==> config.mk <==
export PLATFORM = sky130hd
export DESIGN_NAME = sync_fifo
export DESIGN_NICKNAME = d
export VERILOG_FILES = /design/src/rtl/sync_fifo_pkg.sv /design/src/rtl/sync_fifo_ram.sv /design/src/rtl/sync_fifo.sv
export SDC_FILE = /design/constraint.sdc
export NUM_CORES = 1
export LEC_CHECK = 0
export CELL_PAD_IN_SITES_DETAIL_PLACEMENT = 1
export CELL_PAD_IN_SITES_GLOBAL_PLACEMENT = 1
export CORE_MARGIN = 2
export CORE_UTILIZATION = 30
export CTS_BUF_LIST = sky130_fd_sc_hd__clkbuf_8
export CTS_CLUSTER_DIAMETER = 60
export CTS_CLUSTER_SIZE = 10
export DETAILED_ROUTE_END_ITERATION = 16
export GPL_TIMING_DRIVEN = 0
export MAX_ROUTING_LAYER = met4
export PLACE_DENSITY = 0.48
export SYNTH_ARGS = -nofsm -noshare
export SYNTH_HDL_FRONTEND = slang
export SYNTH_HIERARCHICAL = 1
export SYNTH_SLANG_ARGS = --single-unit
==> constraint.sdc <==
create_clock -name clk -period 3.4 [get_ports clk]
set_input_delay 0.68 -clock clk [delete_from_list [all_inputs] [get_ports clk]]
set_output_delay 0.68 -clock clk [all_outputs]
set_load 0.02 [all_outputs]
==> src/rtl/sync_fifo_pkg.sv <==
// -----------------------------------------------------------------------------
// sync_fifo_pkg
// Shared helpers for the single-clock FIFO:
//   ptr_w(depth) - pointer width, at least 1 bit even for tiny depths
//   cnt_w(depth) - occupancy counter width, able to hold 0..depth
//   FIFO_STD / FIFO_FWFT - read-mode selectors for the FWFT parameter
// -----------------------------------------------------------------------------
package sync_fifo_pkg;

  localparam int FIFO_STD  = 0;
  localparam int FIFO_FWFT = 1;

  // Pointer width; clamped to 1 so a pointer is never a zero-width vector.
  function automatic int ptr_w(input int depth);
    int w;
    w = $clog2(depth);
    if (w < 1) begin
      w = 1;
    end else begin
      w = w;
    end
    return w;
  endfunction

  // Counter width: must represent the value 'depth' itself (full).
  function automatic int cnt_w(input int depth);
    return $clog2(depth + 1);
  endfunction

endpackage

==> src/rtl/sync_fifo_ram.sv <==
// -----------------------------------------------------------------------------
// sync_fifo_ram
// Simple dual-port storage array, DATA_WIDTH x FIFO_DEPTH.
// One synchronous write port, one asynchronous (combinational) read port.
// Contents are intentionally not reset.
// Ports:
//   clk        - write clock
//   i_wr_en    - write strobe (already qualified by the controller)
//   i_wr_addr  - write address, 0..FIFO_DEPTH-1
//   i_wr_data  - write word
//   i_rd_addr  - read address, 0..FIFO_DEPTH-1
//   o_rd_data  - word at i_rd_addr
// -----------------------------------------------------------------------------
module sync_fifo_ram
  import sync_fifo_pkg::*;
#(
  parameter int DATA_WIDTH = 8,
  parameter int FIFO_DEPTH = 16
) (
  input  logic                             clk,
  input  logic                             i_wr_en,
  input  logic [ptr_w(FIFO_DEPTH)-1:0]     i_wr_addr,
  input  logic [DATA_WIDTH-1:0]            i_wr_data,
  input  logic [ptr_w(FIFO_DEPTH)-1:0]     i_rd_addr,
  output logic [DATA_WIDTH-1:0]            o_rd_data
);

  logic [DATA_WIDTH-1:0] r_mem [FIFO_DEPTH];

  // Storage write port.
  always_ff @(posedge clk) begin
    if (i_wr_en) begin
      r_mem[i_wr_addr] <= i_wr_data;
    end
  end

  assign o_rd_data = r_mem[i_rd_addr];

endmodule

==> src/rtl/sync_fifo.sv <==
// -----------------------------------------------------------------------------
// sync_fifo
// Single-clock parametrised FIFO with occupancy count, almost-full/empty
// thresholds, sticky overflow/underflow flags and selectable FWFT read mode.
// Ports:
//   clk, rst_n      - clock, asynchronous active-low reset
//   wr_en, wr_data  - write request and word (dropped while full)
//   rd_en, rd_data  - read request and word (dropped while empty)
//   full, empty, almost_full, almost_empty - decoded from the count register
//   count           - current occupancy 0..FIFO_DEPTH
//   err_clr         - clears the sticky error flags
//   overflow        - sticky: write attempted while full
//   underflow       - sticky: read attempted while empty
// -----------------------------------------------------------------------------
module sync_fifo
  import sync_fifo_pkg::*;
#(
  parameter int DATA_WIDTH = 8,
  parameter int FIFO_DEPTH = 16,
  parameter int AF_THRESH  = FIFO_DEPTH - 2,
  parameter int AE_THRESH  = 2,
  parameter int FWFT       = FIFO_STD
) (
  input  logic                           clk,
  input  logic                           rst_n,
  input  logic                           wr_en,
  input  logic [DATA_WIDTH-1:0]          wr_data,
  input  logic                           rd_en,
  output logic [DATA_WIDTH-1:0]          rd_data,
  output logic                           full,
  output logic                           empty,
  output logic                           almost_full,
  output logic                           almost_empty,
  output logic [cnt_w(FIFO_DEPTH)-1:0]   count,
  input  logic                           err_clr,
  output logic                           overflow,
  output logic                           underflow
);

  localparam int AW = ptr_w(FIFO_DEPTH);
  localparam int CW = cnt_w(FIFO_DEPTH);

  localparam logic [AW-1:0] PTR_LAST = AW'(FIFO_DEPTH - 1);
  localparam logic [CW-1:0] CNT_FULL = CW'(FIFO_DEPTH);
  localparam logic [CW-1:0] CNT_AF   = CW'(AF_THRESH);
  localparam logic [CW-1:0] CNT_AE   = CW'(AE_THRESH);

  // Elaboration-time parameter checks.
  if (DATA_WIDTH < 1) begin : g_chk_dw
    $error("sync_fifo: DATA_WIDTH must be >= 1");
  end
  if (FIFO_DEPTH < 2) begin : g_chk_depth
    $error("sync_fifo: FIFO_DEPTH must be >= 2");
  end
  if ((AF_THRESH < 1) || (AF_THRESH > FIFO_DEPTH)) begin : g_chk_af
    $error("sync_fifo: AF_THRESH must be in 1..FIFO_DEPTH");
  end
  if ((AE_THRESH < 0) || (AE_THRESH > FIFO_DEPTH - 1)) begin : g_chk_ae
    $error("sync_fifo: AE_THRESH must be in 0..FIFO_DEPTH-1");
  end
  if ((FWFT != FIFO_STD) && (FWFT != FIFO_FWFT)) begin : g_chk_fwft
    $error("sync_fifo: FWFT must be 0 or 1");
  end

  logic [AW-1:0]         r_wr_ptr;
  logic [AW-1:0]         r_rd_ptr;
  logic [CW-1:0]         r_count;
  logic                  r_overflow;
  logic                  r_underflow;
  logic                  w_full;
  logic                  w_empty;
  logic                  w_wr_acc;
  logic                  w_rd_acc;
  logic [DATA_WIDTH-1:0] w_ram_rd_data;

  // Explicit wrap: depth need not be a power of two.
  function automatic logic [AW-1:0] ptr_inc(input logic [AW-1:0] p);
    logic [AW-1:0] n;
    if (p == PTR_LAST) begin
      n = {AW{1'b0}};
    end else begin
      n = p + AW'(1'b1);
    end
    return n;
  endfunction

  // Status decodes from the count register only, so no combinational path
  // exists from wr_en/rd_en to any flag.
  assign w_full       = (r_count == CNT_FULL);
  assign w_empty      = (r_count == {CW{1'b0}});
  assign full         = w_full;
  assign empty        = w_empty;
  assign almost_full  = (r_count >= CNT_AF);
  assign almost_empty = (r_count <= CNT_AE);
  assign count        = r_count;
  assign overflow     = r_overflow;
  assign underflow    = r_underflow;

  // Acceptance uses pre-edge state: a simultaneous read does not make room
  // for a write into a full FIFO, and vice versa for an empty one.
  assign w_wr_acc = wr_en && !w_full;
  assign w_rd_acc = rd_en && !w_empty;

  sync_fifo_ram #(
    .DATA_WIDTH (DATA_WIDTH),
    .FIFO_DEPTH (FIFO_DEPTH)
  ) u_ram (
    .clk       (clk),
    .i_wr_en   (w_wr_acc),
    .i_wr_addr (r_wr_ptr),
    .i_wr_data (wr_data),
    .i_rd_addr (r_rd_ptr),
    .o_rd_data (w_ram_rd_data)
  );

  // Write and read pointer advance on accepted transfers.
  always_ff @(posedge clk or negedge rst_n) begin
    if (!rst_n) begin
      r_wr_ptr <= {AW{1'b0}};
      r_rd_ptr <= {AW{1'b0}};
    end else begin
      if (w_wr_acc) begin
        r_wr_ptr <= ptr_inc(r_wr_ptr);
      end
      if (w_rd_acc) begin
        r_rd_ptr <= ptr_inc(r_rd_ptr);
      end
    end
  end

  // Occupancy counter; holds when both or neither transfer is accepted.
  always_ff @(posedge clk or negedge rst_n) begin
    if (!rst_n) begin
      r_count <= {CW{1'b0}};
    end else begin
      case ({w_wr_acc, w_rd_acc})
        2'b10:   r_count <= r_count + CW'(1'b1);
        2'b01:   r_count <= r_count - CW'(1'b1);
        default: r_count <= r_count;
      endcase
    end
  end

  // Sticky error flags; a new error event wins over a same-cycle clear.
  always_ff @(posedge clk or negedge rst_n) begin
    if (!rst_n) begin
      r_overflow  <= 1'b0;
      r_underflow <= 1'b0;
    end else begin
      if (wr_en && w_full) begin
        r_overflow <= 1'b1;
      end else if (err_clr) begin
        r_overflow <= 1'b0;
      end
      if (rd_en && w_empty) begin
        r_underflow <= 1'b1;
      end else if (err_clr) begin
        r_underflow <= 1'b0;
      end
    end
  end

  if (FWFT == FIFO_FWFT) begin : g_fwft
    // Head word is presented directly; forced to zero while empty so an
    // unwritten location is never visible.
    assign rd_data = w_empty ? {DATA_WIDTH{1'b0}} : w_ram_rd_data;
  end else begin : g_std
    logic [DATA_WIDTH-1:0] r_rd_data;

    // Read register, loaded only on an accepted read.
    always_ff @(posedge clk or negedge rst_n) begin
      if (!rst_n) begin
        r_rd_data <= {DATA_WIDTH{1'b0}};
      end else if (w_rd_acc) begin
        r_rd_data <= w_ram_rd_data;
      end
    end

    assign rd_data = r_rd_data;
  end

endmodule

==> results.toml, run 1 <==
[timing]
tightestPinTransition_ns = 1.10
grt_setup_unrepaired = "false"
worst_clock_skew_ns = 0.0124
holdWs_ns = 0.507
timing.final.crit_share = 0.918
maximum_operating_frequency_mhz = 320
final_hold_viol_count = 0
worst_slack_ns = 0.279
number_of_setup_violations_in_the_final_report = 0
fin_crit_ns = 3.12
slew_violations = 0
timing.slew.headroom = 0.263

[logic_synthesis]
synth-edff-count = 128
async_flop_share = 0.152
syn-instance-count = 321
number_of_flip_flops_and_latches_in_the_synthesized_netlist = 151
mappedNetlistNets = 341
synth_xor_area_frac = 0.00561
synth_area_per_cell_um2 = 19.5
synth.distinct_cells = 51
synth.area.mux_share = 0.154
synth_top_family_by_area = "multiplexers"
synth_fa_ha_area_frac = 0.0152
post_synth_instance_area_um2 = 6240
synth_compound_gate_area_share = 0.0495
dominant_synthesized_flop_cell = "sky130_fd_sc_hd__edfxtp_1"
simple_gate_share_of_the_synthesized_area = 0.0467
yosysWarnings = 6
seq_area_frac_synth = 0.708

[critical_path]
cp-start-kind = "primary input"
ordered_list_of_cells_on_the_worst_path = "clkdlybuf4s50_1 -> a21boi_1 -> or3b_2 -> nor2_1"
worst-r2r-setup-slack_ns = 0.29
worstPathMaxFanout = 8
cpMaxStageDelayCell = "sky130_fd_sc_hd__nor2_1"
worstSetupPathType = "primary input to flip-flop"
startpoint = "wr_en"
worstRegToRegCells = 9
critical_path_depth = 4
r2r_end = "count[4]$_DFFE_PN0P_"
critical-path-top-delay-family = "simple AND/OR/NAND/NOR gates"
critical_r2r_launch = "count[0]$_DFFE_PN0P_"
timing.critical_path.to = "u_ram/r_mem[2][7]$_DFFE_PP_"
critPathRequiredTime_ns = 3.47
critical_path_arrival_ns = 3.19
critPathMaxStageDelay_ns = 0.84
critical_path_buf_inv_count = 1
cp-end-kind = "flip-flop"

[global_routing]
grt_max_degree = 24
groute.usage.overall = 0.149
grt_pass1_wl_um = 22700
antenna_violations_before_repair = 0
grt_overflow_total = 0
number_of_global_route_vias_before_repair = 3493

[routing]
drt_wl_total_um = 14600
drt_drc = 0
post_detailed_route_wirelength_per_cell_um = 22.4
route.vias.total = 3230
detail_routed_via_count_per_cell = 4.93
drc_violation_total_after_the_first_tritonroute_iteration = 191
detail-route-antenna-nets = 0
detailedRoute.firstPassIterationCount = 4

[die]
fp.dieW_um = 148
core_region_area_um2 = 20300
num_rows = 52
pin_count = 32
initial_utilization = 0.308
die-height_um = 148
die_area_um2 = 22000

[clock_network]
cts_num_sinks = 151
hold_buffers = 0
path_clk_slew_ns = 0.08
cts_buffers = 17
clock_tree.root_cell = "sky130_fd_sc_hd__clkbuf_8"
htree_levels = 4
tritoncts_clock_tree = "done"
clk-insertion-delay-late_ns = 0.46
post_cts_buffers = 0
cts.path.max_buffers = 2

[cells_and_area]
n_antenna_cell = 0
fin_nets = 392
synthesis_to_finish_area_growth_pct = 17.5
layout-drive-gt1-share = 0.226
final_core_util = 0.361
final_cell_area_um2 = 7330
final_cell_count_no_fill = 655

[power]
power_density_nw_per_um2 = 830
leakage_uw = 0.00245
peakVddDrop_mv = 0.300

[flow_run]
maxCapViolations = 0

[run_status]
outcome = "finished, final reports clean"

[worst_hold_path]
min_path_type = "flip-flop to flip-flop"

[placed_design]
pre_cts_ws_ns = -0.323
place_congestion = 0.705
dpl.hpwl_um = 9480
placement.io_buffers = 31
placed_cell_area_um2 = 6920
dpl.cell_count = 623
## placed cells by master, fill, tap and decap left out, types with 4 or more instances in the layout
cell type                         count
sky130_fd_sc_hd__clkbuf_8            17
sky130_fd_sc_hd__nand3_1              4
sky130_fd_sc_hd__clkdlybuf4s50_1     31
sky130_fd_sc_hd__a21oi_1              6
sky130_fd_sc_hd__inv_1                7
sky130_fd_sc_hd__ha_1                 4
sky130_fd_sc_hd__a22oi_1             16
sky130_fd_sc_hd__nor3b_1              5
sky130_fd_sc_hd__buf_6                4
sky130_fd_sc_hd__nor3_2               4
sky130_fd_sc_hd__mux2_4               8
sky130_fd_sc_hd__mux2_2               6
sky130_fd_sc_hd__edfxtp_1           128
sky130_fd_sc_hd__mux4_1              14
sky130_fd_sc_hd__mux4_2              18
sky130_fd_sc_hd__dfrtp_1             21
sky130_fd_sc_hd__nand2_1             12
sky130_fd_sc_hd__nor2_1              14
## layout make-up
type                    instances  area, um2
plain buffers                  13        114
clock buffers                  17        234
clock inverters                15        154
fillers                      2018      13000
inverters                       5       18.8
multi-input cells             152       1730
flip-flops and latches        151       4420
well taps                     270        338
repair buffers                 32        322
## metrics by stage
| stage | power [uW] | TNS, ns |
|---|---|---|
| 2_1_floorplan | 3940 | 0 |
| 3_3_place_gp | 4740 | -14.79 |
| 3_5_place_dp | 4780 | -4.40 |
| 4_1_cts | 6170 | 0 |
| 5_1_grt | 6450 | 0 |
| 6_report | 6090 | 0 |
## flip-flops by register name (all words and copies together) (netlist names)
signal and flops:
r_wr_ptr 4, u_ram/r_mem 128, underflow 1, rd_data 8, count 5, r_rd_ptr 4
overflow 1
## cells by family (layout without fill, tap and decap cells)
family / Yosys count / in the layout
XOR/XNOR: 4 / 4
AND/OR/NAND/NOR: 54 / 54
multiplexers: 46 / 46
AO/OA/AOI/OAI: 41 / 41
flip-flops: 151 / 151
buffers and inverters: 18 / 82
adder cells (fa/ha/maj): 7 / 7
## routing by layer
metal  GRT usage  wire length (um)
met1       0.187              6370
met2       0.240              7400
met3      0.0322               670
met4      0.0524               207
met5           -                 0
## power by group
part	switching [uW]	internal, uW
logic	1130	1040
registers	255	2300
clock network	713	656
## what timing repair did
item / CTS / global route
endpoints found under the hold margin: 0 / 0
setup endpoints to repair: 1 / 1
gates resized for setup: 1 / 5
pin swaps: 0 / 0
## worst min path at each step
| stage | slack [ns] | depth (start not counted) | to | startpoint |
|---|---|---|---|---|
| after floorplan | 0.38 | 0 | count[0]$_DFFE_PN0P_ | rst_n |
| after global placement | 0.49 | 1 | rd_data[1]$_DFFE_PN0P_ | rd_data[1]$_DFFE_PN0P_ |
| after detailed placement | 0.49 | 1 | rd_data[0]$_DFFE_PN0P_ | rd_data[0]$_DFFE_PN0P_ |
| after CTS | 0.51 | 1 | rd_data[0]$_DFFE_PN0P_ | rd_data[0]$_DFFE_PN0P_ |
| after global routing | 0.53 | 1 | overflow$_DFFE_PN0P_ | overflow$_DFFE_PN0P_ |
| final | 0.51 | 1 | rd_data[0]$_DFFE_PN0P_ | rd_data[0]$_DFFE_PN0P_ |
## synth_stat cells, types with 4 or more instances
master / count / area share
sky130_fd_sc_hd__edfxtp_1: 128 / 0.62
sky130_fd_sc_hd__dfrtp_1: 23 / 0.092
sky130_fd_sc_hd__mux4_2: 18 / 0.065
sky130_fd_sc_hd__a22oi_1: 16 / 0.019
sky130_fd_sc_hd__mux4_1: 14 / 0.059
sky130_fd_sc_hd__nor2_1: 14 / 0.0084
sky130_fd_sc_hd__nand2_1: 12 / 0.0072
sky130_fd_sc_hd__mux2_4: 8 / 0.019
sky130_fd_sc_hd__a21oi_1: 6 / 0.0048
sky130_fd_sc_hd__ha_1: 6 / 0.012
sky130_fd_sc_hd__mux2_2: 6 / 0.011
sky130_fd_sc_hd__inv_1: 5 / 0.0030
sky130_fd_sc_hd__nor3b_1: 5 / 0.0060
sky130_fd_sc_hd__nand3_1: 4 / 0.0032
sky130_fd_sc_hd__nor3_1: 4 / 0.0032
No activity file was read; power rests on OpenSTA's default activity.
==> run 2: changes to the inputs <==
--- a/config.mk
+++ b/config.mk
@@ -13,9 +13,10 @@
 export CTS_CLUSTER_DIAMETER = 60
 export CTS_CLUSTER_SIZE = 10
 export DETAILED_ROUTE_END_ITERATION = 16
+export DONT_BUFFER_PORTS = 1
 export GPL_TIMING_DRIVEN = 0
 export MAX_ROUTING_LAYER = met4
-export PLACE_DENSITY = 0.48
+export PLACE_DENSITY = 0.46
 export SYNTH_ARGS = -nofsm -noshare
 export SYNTH_HDL_FRONTEND = slang
 export SYNTH_HIERARCHICAL = 1
==> results.toml, run 2 (same netlist as run 1, synthesis figures left out) <==
[timing]
maximum_operating_frequency_mhz = 308
grt_setup_unrepaired = "false"
worst_slack_ns = 0.158
slew_violations = 0
number_of_setup_violations_in_the_final_report = 0
worst_clock_skew_ns = 0.0166
timing.final.crit_share = 0.954
fin_crit_ns = 3.24
tightestPinTransition_ns = 1.26
final_hold_viol_count = 0
timing.slew.headroom = 0.155

[routing]
detail-route-antenna-nets = 0
drc_violation_total_after_the_first_tritonroute_iteration = 221
route.vias.total = 3085
detail_routed_via_count_per_cell = 4.93
post_detailed_route_wirelength_per_cell_um = 23.2
drt_drc = 0
drt_wl_total_um = 14500
detailedRoute.firstPassIterationCount = 4

[critical_path]
critical_path_buf_inv_count = 2
cp-end-kind = "flip-flop"
critical_path_arrival_ns = 3.57
critical-path-top-delay-family = "simple AND/OR/NAND/NOR gates"
critPathRequiredTime_ns = 3.73
critPathMaxStageDelay_ns = 0.63
worstSetupPathType = "flip-flop to flip-flop"
cpMaxStageDelayCell = "sky130_fd_sc_hd__or4b_2"
worstPathMaxFanout = 10
cp-start-kind = "flip-flop"
ordered_list_of_cells_on_the_worst_path = "or4_4 -> o21ai_4 -> buf_12 -> inv_1 -> ha_1 -> ha_2 -> or4b_2 -> o311ai_0 -> o211ai_1"

[clock_network]
clk-insertion-delay-late_ns = 0.45
path_clk_slew_ns = 0.09
cts.path.max_buffers = 2
htree_levels = 4
tritoncts_clock_tree = "done"
clock_tree.root_cell = "sky130_fd_sc_hd__clkbuf_8"
cts_buffers = 17
cts_num_sinks = 151

[cells_and_area]
layout-drive-gt1-share = 0.247
layout_common_cells = "sky130_fd_sc_hd__edfxtp_1 (128), sky130_fd_sc_hd__dfrtp_1 (20), sky130_fd_sc_hd__clkbuf_8 (18), sky130_fd_sc_hd__mux4_2 (18), sky130_fd_sc_hd__a22oi_1 (16)"
max_reg_flops = 128
final_cell_count_no_fill = 626
leading_cell_type_in_the_layout_fill_and_taps_excluded = "sky130_fd_sc_hd__edfxtp_1"
fin_nets = 363
largest_register = "u_ram/r_mem"
final_core_util = 0.346
synthesis_to_finish_area_growth_pct = 12.3
n_antenna_cell = 0

[die]
initial_utilization = 0.308
fp.dieW_um = 148
core_region_area_um2 = 20300
num_rows = 52
pin_count = 32
die_area_um2 = 22000
die-height_um = 148

[global_routing]
grt_overflow_total = 0
grt_max_degree = 24
grt_pass1_wl_um = 21900
number_of_global_route_vias_before_repair = 3327
groute.usage.overall = 0.144
antenna_violations_before_repair = 0

[placed_design]
placement.io_buffers = 0
dpl.cell_count = 591
dpl.hpwl_um = 9450
pre_cts_ws_ns = -0.224
place_congestion = 0.706

[flow_run]
maxCapViolations = 0

[power]
design_power_total_uw = 5760
leakage_uw = 0.00233
power_density_nw_per_um2 = 822
peakVddDrop_mv = 0.298

[worst_hold_path]
min_path_type = "primary input to flip-flop"

[run_status]
outcome = "finished, final reports clean"
[run 2: changes by cell type in the layout (fill, tap and decap cells not counted), moves of 2 or more]
cell                              before  now
sky130_fd_sc_hd__nor3_1                0    2
sky130_fd_sc_hd__clkdlybuf4s50_1      31    0
sky130_fd_sc_hd__inv_6                 3    6
sky130_fd_sc_hd__nor3_2                4    2
sky130_fd_sc_hd__bufinv_16             2    0
[run 2: path summary, 6_finish.rpt]
path | startpoint | depth (start not counted) | slack (ns) | to
max | count[0]$_DFFE_PN0P_ | 9 | 0.16 | count[4]$_DFFE_PN0P_
min | wr_data[0] | 0 | 0.31 | u_ram/r_mem[13][0]$_DFFE_PP_
max reg2reg | count[0]$_DFFE_PN0P_ | 9 | 0.16 | count[4]$_DFFE_PN0P_
min reg2reg | r_rd_ptr[3]$_DFFE_PN0P_ | 1 | 0.64 | r_rd_ptr[3]$_DFFE_PN0P_
max in group asynchronous | rst_n | 2 | 2.57 | count[3]$_DFFE_PN0P_
min in group asynchronous | rst_n | 2 | 0.67 | rd_data[4]$_DFFE_PN0P_
[run 2: through the flow]
stage | hold slack, ns | setup TNS (ns) | instance area (um2)
floorplan | 0.384 | 0 | 6240
CTS | 0.00421 | 0 | 6980
detailed placement | 0.385 | -0.224 | 6590
global route | 0.270 | 0 | 7010
global placement | 0.385 | -0.845 | 6580
finish | 0.314 | 0 | 7010
[run 2: worst reg2reg max path, cell delays in order (launching register included)]
cell and delay (ns):
sky130_fd_sc_hd__dfrtp_2 0.52, sky130_fd_sc_hd__or4_4 0.61, sky130_fd_sc_hd__o21ai_4 0.21, sky130_fd_sc_hd__buf_12 0.18, sky130_fd_sc_hd__inv_1 0.05, sky130_fd_sc_hd__ha_1 0.31
sky130_fd_sc_hd__ha_2 0.36, sky130_fd_sc_hd__or4b_2 0.63, sky130_fd_sc_hd__o311ai_0 0.13, sky130_fd_sc_hd__o211ai_1 0.12
[run 2: timing repair]
action | 4_1_cts | 5_1_grt
endpoints found under the setup margin | 1 | 1
buffers inserted | 0 | 0
gates resized for setup | 2 | 4
hold buffers | 1 | 1
hold endpoints to repair | 23 | 3
[run 2: final cells by class]
type	count	area (um2)
well taps	270	338
multi-input cells	152	1720
clock buffers	18	248
repair buffers	3	37.5
plain buffers	13	114
flip-flops and latches	151	4420
fillers	2048	13300
inverters	5	18.8
clock inverters	14	115
[run 2: where the power goes]
part           switching (uW)  leakage, uW  internal (uW)  total, uW
Sequential                378      0.00143           2300       2680
Combinational             947     0.000717            864       1810
Clock                     731     0.000183            544       1280
Total                    2060      0.00233           3710       5760
[run 2: per-layer routing]
layer | up-vias | routed length, um | global-route usage
li1 | 1375 | - | -
met1 | 1632 | 6860 | 0.194
met3 | 7 | 759 | 0.0417
met5 | - | 0 | -
met2 | 71 | 6770 | 0.215
met4 | 0 | 124 | 0.0386
==> run 3: changes to the inputs <==
--- a/config.mk
+++ b/config.mk
@@ -7,7 +7,6 @@
 export LEC_CHECK = 0
 export CELL_PAD_IN_SITES_DETAIL_PLACEMENT = 1
 export CELL_PAD_IN_SITES_GLOBAL_PLACEMENT = 1
-export CORE_MARGIN = 2
 export CORE_UTILIZATION = 30
 export CTS_BUF_LIST = sky130_fd_sc_hd__clkbuf_8
 export CTS_CLUSTER_DIAMETER = 60
==> results.toml, run 3 (same netlist as run 1, synthesis figures left out) <==
[routing]
drt_wl_total_um = 14400
route.vias.total = 3120
drt_drc = 0
post_detailed_route_wirelength_per_cell_um = 23.0
detail-route-antenna-nets = 0
detailedRoute.firstPassIterationCount = 4
drc_violation_total_after_the_first_tritonroute_iteration = 179
detail_routed_via_count_per_cell = 4.98

[critical_path]
ordered_list_of_cells_on_the_worst_path = "or4_4 -> o21ai_4 -> buf_12 -> inv_1 -> ha_2 -> ha_2 -> or4b_2 -> o311ai_0 -> o211ai_1"
critPathMaxStageDelay_ns = 0.64
critical-path-top-delay-family = "simple AND/OR/NAND/NOR gates"
worstSetupPathType = "flip-flop to flip-flop"
cpMaxStageDelayCell = "sky130_fd_sc_hd__or4b_2"
critical_path_arrival_ns = 3.47
crit_path_frequent_cell = "sky130_fd_sc_hd__ha_2"
critical_path_buf_inv_count = 2
cp-end-kind = "flip-flop"
critPathRequiredTime_ns = 3.72
worstPathMaxFanout = 10
cp-start-kind = "flip-flop"

[run_status]
outcome = "finished, final reports clean"

[timing]
worst_slack_ns = 0.254
fin_crit_ns = 3.15
slew_violations = 0
worst_clock_skew_ns = 0.0156
setup_tns_ns = 0
timing.slew.headroom = 0.284
timing.final.crit_share = 0.925
number_of_setup_violations_in_the_final_report = 0
tightestPinTransition_ns = 1.07
maximum_operating_frequency_mhz = 318
final_hold_viol_count = 0
grt_setup_unrepaired = "false"

[cells_and_area]
largest_register = "u_ram/r_mem"
max_reg_flops = 128
layout_common_cells = "sky130_fd_sc_hd__edfxtp_1 (128), sky130_fd_sc_hd__dfrtp_1 (20), sky130_fd_sc_hd__clkbuf_8 (18), sky130_fd_sc_hd__mux4_2 (18), sky130_fd_sc_hd__a22oi_1 (16)"
leading_cell_type_in_the_layout_fill_and_taps_excluded = "sky130_fd_sc_hd__edfxtp_1"
final_core_util = 0.347
n_antenna_cell = 0
synthesis_to_finish_area_growth_pct = 12.8
fin_nets = 363
layout-drive-gt1-share = 0.253
final_cell_count_no_fill = 626

[die]
fp.dieW_um = 146
pin_count = 32
initial_utilization = 0.308
num_rows = 52
die-height_um = 146
die_area_um2 = 21400
core_region_area_um2 = 20300

[global_routing]
groute.usage.overall = 0.149
antenna_violations_before_repair = 0
grt_max_degree = 24
grt_pass1_wl_um = 21600
number_of_global_route_vias_before_repair = 3287
grt_overflow_total = 0

[placed_design]
dpl.hpwl_um = 9460
pre_cts_ws_ns = -0.218
placement.io_buffers = 0
dpl.cell_count = 592
place_congestion = 0.698

[clock_network]
cts_buffers = 17
post_cts_buffers = 0
cts.path.max_buffers = 2
htree_levels = 4
clock_tree.root_cell = "sky130_fd_sc_hd__clkbuf_8"
path_clk_slew_ns = 0.09
tritoncts_clock_tree = "done"
clk-insertion-delay-late_ns = 0.45
cts_num_sinks = 151

[power]
peakVddDrop_mv = 0.269
power_density_nw_per_um2 = 829
leakage_uw = 0.00235

[worst_hold_path]
min_path_type = "primary input to flip-flop"

[flow_run]
maxCapViolations = 0
==> run 3: worst paths after layout <==
path | start | end | slack [ns] | cells past startpoint
setup / recovery | count[0]$_DFFE_PN0P_ | count[4]$_DFFE_PN0P_ | 0.25 | 9
hold / removal | wr_data[2] | u_ram/r_mem[11][2]$_DFFE_PP_ | 0.32 | 0
setup reg to reg | count[0]$_DFFE_PN0P_ | count[4]$_DFFE_PN0P_ | 0.25 | 9
hold reg to reg | r_wr_ptr[2]$_DFFE_PN0P_ | r_wr_ptr[2]$_DFFE_PN0P_ | 0.63 | 1
max in group asynchronous | rst_n | count[3]$_DFFE_PN0P_ | 2.55 | 2
min in group asynchronous | rst_n | rd_data[3]$_DFFE_PN0P_ | 0.68 | 2
==> run 3: routing by layer <==
metal	GRT usage	wire length, um
met1	0.197	6690
met2	0.225	6870
met3	0.0397	679
met4	0.0438	145
met5	-	0
==> run 3: stage by stage <==
stage	power, uW	cell area (um2)	hold WS (ns)
2_1_floorplan	3940	6240	0.384
3_3_place_gp	4490	6580	0.385
3_5_place_dp	4540	6590	0.385
4_1_cts	5920	7010	0.00150
5_1_grt	6180	7040	0.270
6_report	5840	7040	0.319
==> run 3: area by class of cell <==
class                           count  area (um2)
Clock inverter                     14         139
Clock buffer                       18         248
Inverter                            5        18.8
Sequential cell                   151        4420
Multi-Input combinational cell    152        1730
Buffer                             13         114
Timing Repair Buffer                3        35.0
Tap cell                          270         338
Fill cell                        2034       13300
==> run 3: what timing repair did <==
action / CTS / global route
gates resized for setup: 2 / 5
hold buffers: 1 / 1
endpoints found under the hold margin: 23 / 3
setup endpoints to repair: 1 / 5
pin swaps: 0 / 0
==> run 3: where the power goes <==
| group | internal, uW | leakage, uW | switching (uW) |
|---|---|---|---|
| Combinational | 864 | 0.000718 | 962 |
| Clock | 619 | 0.000195 | 722 |
| Sequential | 2300 | 0.00143 | 374 |
| Total | 3780 | 0.00235 | 2060 |
==> RTL change, RTL diff (flow settings as in run 1) <==
`DATA_WIDTH` is set to 8 in 2 places; all go to 7.
--- a/src/rtl/sync_fifo_ram.sv
+++ b/src/rtl/sync_fifo_ram.sv
@@ -14,7 +14,7 @@
 module sync_fifo_ram
   import sync_fifo_pkg::*;
 #(
-  parameter int DATA_WIDTH = 8,
+  parameter int DATA_WIDTH = 7,
   parameter int FIFO_DEPTH = 16
 ) (
   input  logic                             clk,
--- a/src/rtl/sync_fifo.sv
+++ b/src/rtl/sync_fifo.sv
@@ -15,7 +15,7 @@
 module sync_fifo
   import sync_fifo_pkg::*;
 #(
-  parameter int DATA_WIDTH = 8,
+  parameter int DATA_WIDTH = 7,
   parameter int FIFO_DEPTH = 16,
   parameter int AF_THRESH  = FIFO_DEPTH - 2,
   parameter int AE_THRESH  = 2,
Ports: changed (resized rd_data and wr_data); port bits go from 32 to 30. No check against the original RTL was run, so the function may have changed too.
==> RTL change against run 1 <==
Sequential cell count shrank 17; wire length shrank 13%; cell area shrank 11%; worst hold slack gained 0.0079 ns; via count shrank 10%; combinational power shrank 12%; setup slack lost 0.068 ns; synthesized area shrank 11%; sequential share of layout area shrank 0.52 points; total power shrank 9.8%; die area shrank 11%; core utilization grew 0.097 points; highest routed layer unchanged; non-clock buffer count shrank 5.
==> RTL change: results (changes against run 1) <==
stage,metric,value,unit,change
status,outcome,completed,,
logic_synthesis,syn_inst,294,,-8.4%
global_routing,grt.total_usage,0.143,,-0.00559
cells_and_area,largest_reg_flops,112,,-13%
drt,dr_total_vias,2908,,-10%
critical_path,cpPeakStageDelay,0.64,ns,-0.20 ns
placement,dp_hpwl,8.47,mm,-11%
global_routing,grt_first_pass_wirelength,19.7,mm,-13%
logic_synthesis,ys_types,48,,-5.9%
cells_and_area,fillerInstances,1784,,-12%
global_routing,grt_pass1_vias,3140,,-10%
placement,globalplace.congestion,0.713,,+1.1%
logic_synthesis,synthTopCellsByArea,"edfxtp_1 (60%), dfrtp_1 (9.9%), mux4_1 (8.0%)",,
logic_synthesis,yosysSeqAreaShare,0.703,,-0.00442
logic_synthesis,async_reset_ff_frac,0.164,,+0.0119
placement,dp.cells,552,,-11%
timing,timing.fmax,0.314,GHz,-2.1%
global_routing,grt_max_degree,23,,-4.2%
placement,port_buffers,29,,-6.5%
drt,routedWlPerCell,21.9,µm,-2.3%
logic_synthesis,synth_edf_count,112,,-13%
critical_path,cpMaxStageDelayCell,or4b_2,,
critical_path,crit_type,flop to flop,,
timing,tightest_slew,1.30,ns,+0.193 ns
drt,wl,12.8,mm,-13%
drt,dr.first_iter.drc_count,167,,-13%
cells_and_area,fin_nets,361,,-7.9%
power_and_ir_drop,peakVddDrop,0.265,mV,-12%
timing,whs,0.515,ns,+0.00793 ns
logic_synthesis,syn-num-nets,313,,-8.2%
critical_path,worstPathArrival,3.50,ns,+0.31 ns
cells_and_area,drive_above_1_share,0.203,,-0.0232
timing,worst_clock_skew,0.0188,ns,+0.00639 ns
## RTL change: cell type report
class / count / area, µm² / area share
clock inverters: 15 / 153 / 0.0233
clock buffers: 17 / 234 / 0.0357
inverters: 5 / 18.8 / 0.00286
well taps: 229 / 287 / 0.0437
repair buffers: 29 / 290 / 0.0443
plain buffers: 11 / 87.6 / 0.0134
flip-flops and latches: 134 / 3920 / 0.598
multi-input cells: 144 / 1570 / 0.239
## RTL change: logic make-up after synthesis
logic type      after synthesis  share of synthesized area
flops                       134                      0.703
simple gates                 53                     0.0515
mux                          41                      0.151
compound gates               39                     0.0515
buf+inv                      16                     0.0191
fa+ha+maj                     7                     0.0171
xor+xnor                      4                    0.00630
## RTL change: path summary, 6_finish.rpt
path / from / depth (start not counted) / endpoint
worst max-delay path: count[0] / 9 / count[4]
worst min-delay path: rd_data[1] / 1 / rd_data[1]
worst max register to register: count[0] / 9 / count[4]
worst min register to register: rd_data[1] / 1 / rd_data[1]
max in group asynchronous: rst_n / 1 / count[0]
min in group asynchronous: rst_n / 1 / underflow
## RTL change: power groups by stage
| stage | Sequential, mW | Combinational, mW | Clock [mW] |
|---|---|---|---|
| 2_1_floorplan | 2.33 | 1.17 | 0 |
| 3_3_place_gp | 2.29 | 1.91 | 0 |
| 3_5_place_dp | 2.31 | 1.91 | 0 |
| 4_1_cts | 2.28 | 1.92 | 1.35 |
| 5_1_grt | 2.33 | 2.07 | 1.41 |
| 6_report | 2.28 | 1.90 | 1.31 |
## RTL change: metal layers
layer / global-route usage / share of wire / vias to the layer above
li1: - / - / 1314
met1: 0.190 / 0.47 / 1531
met2: 0.219 / 0.48 / 51
met3: 0.0263 / 0.031 / 12
met4: 0.0574 / 0.016 / 0
met5: - / 0 / -
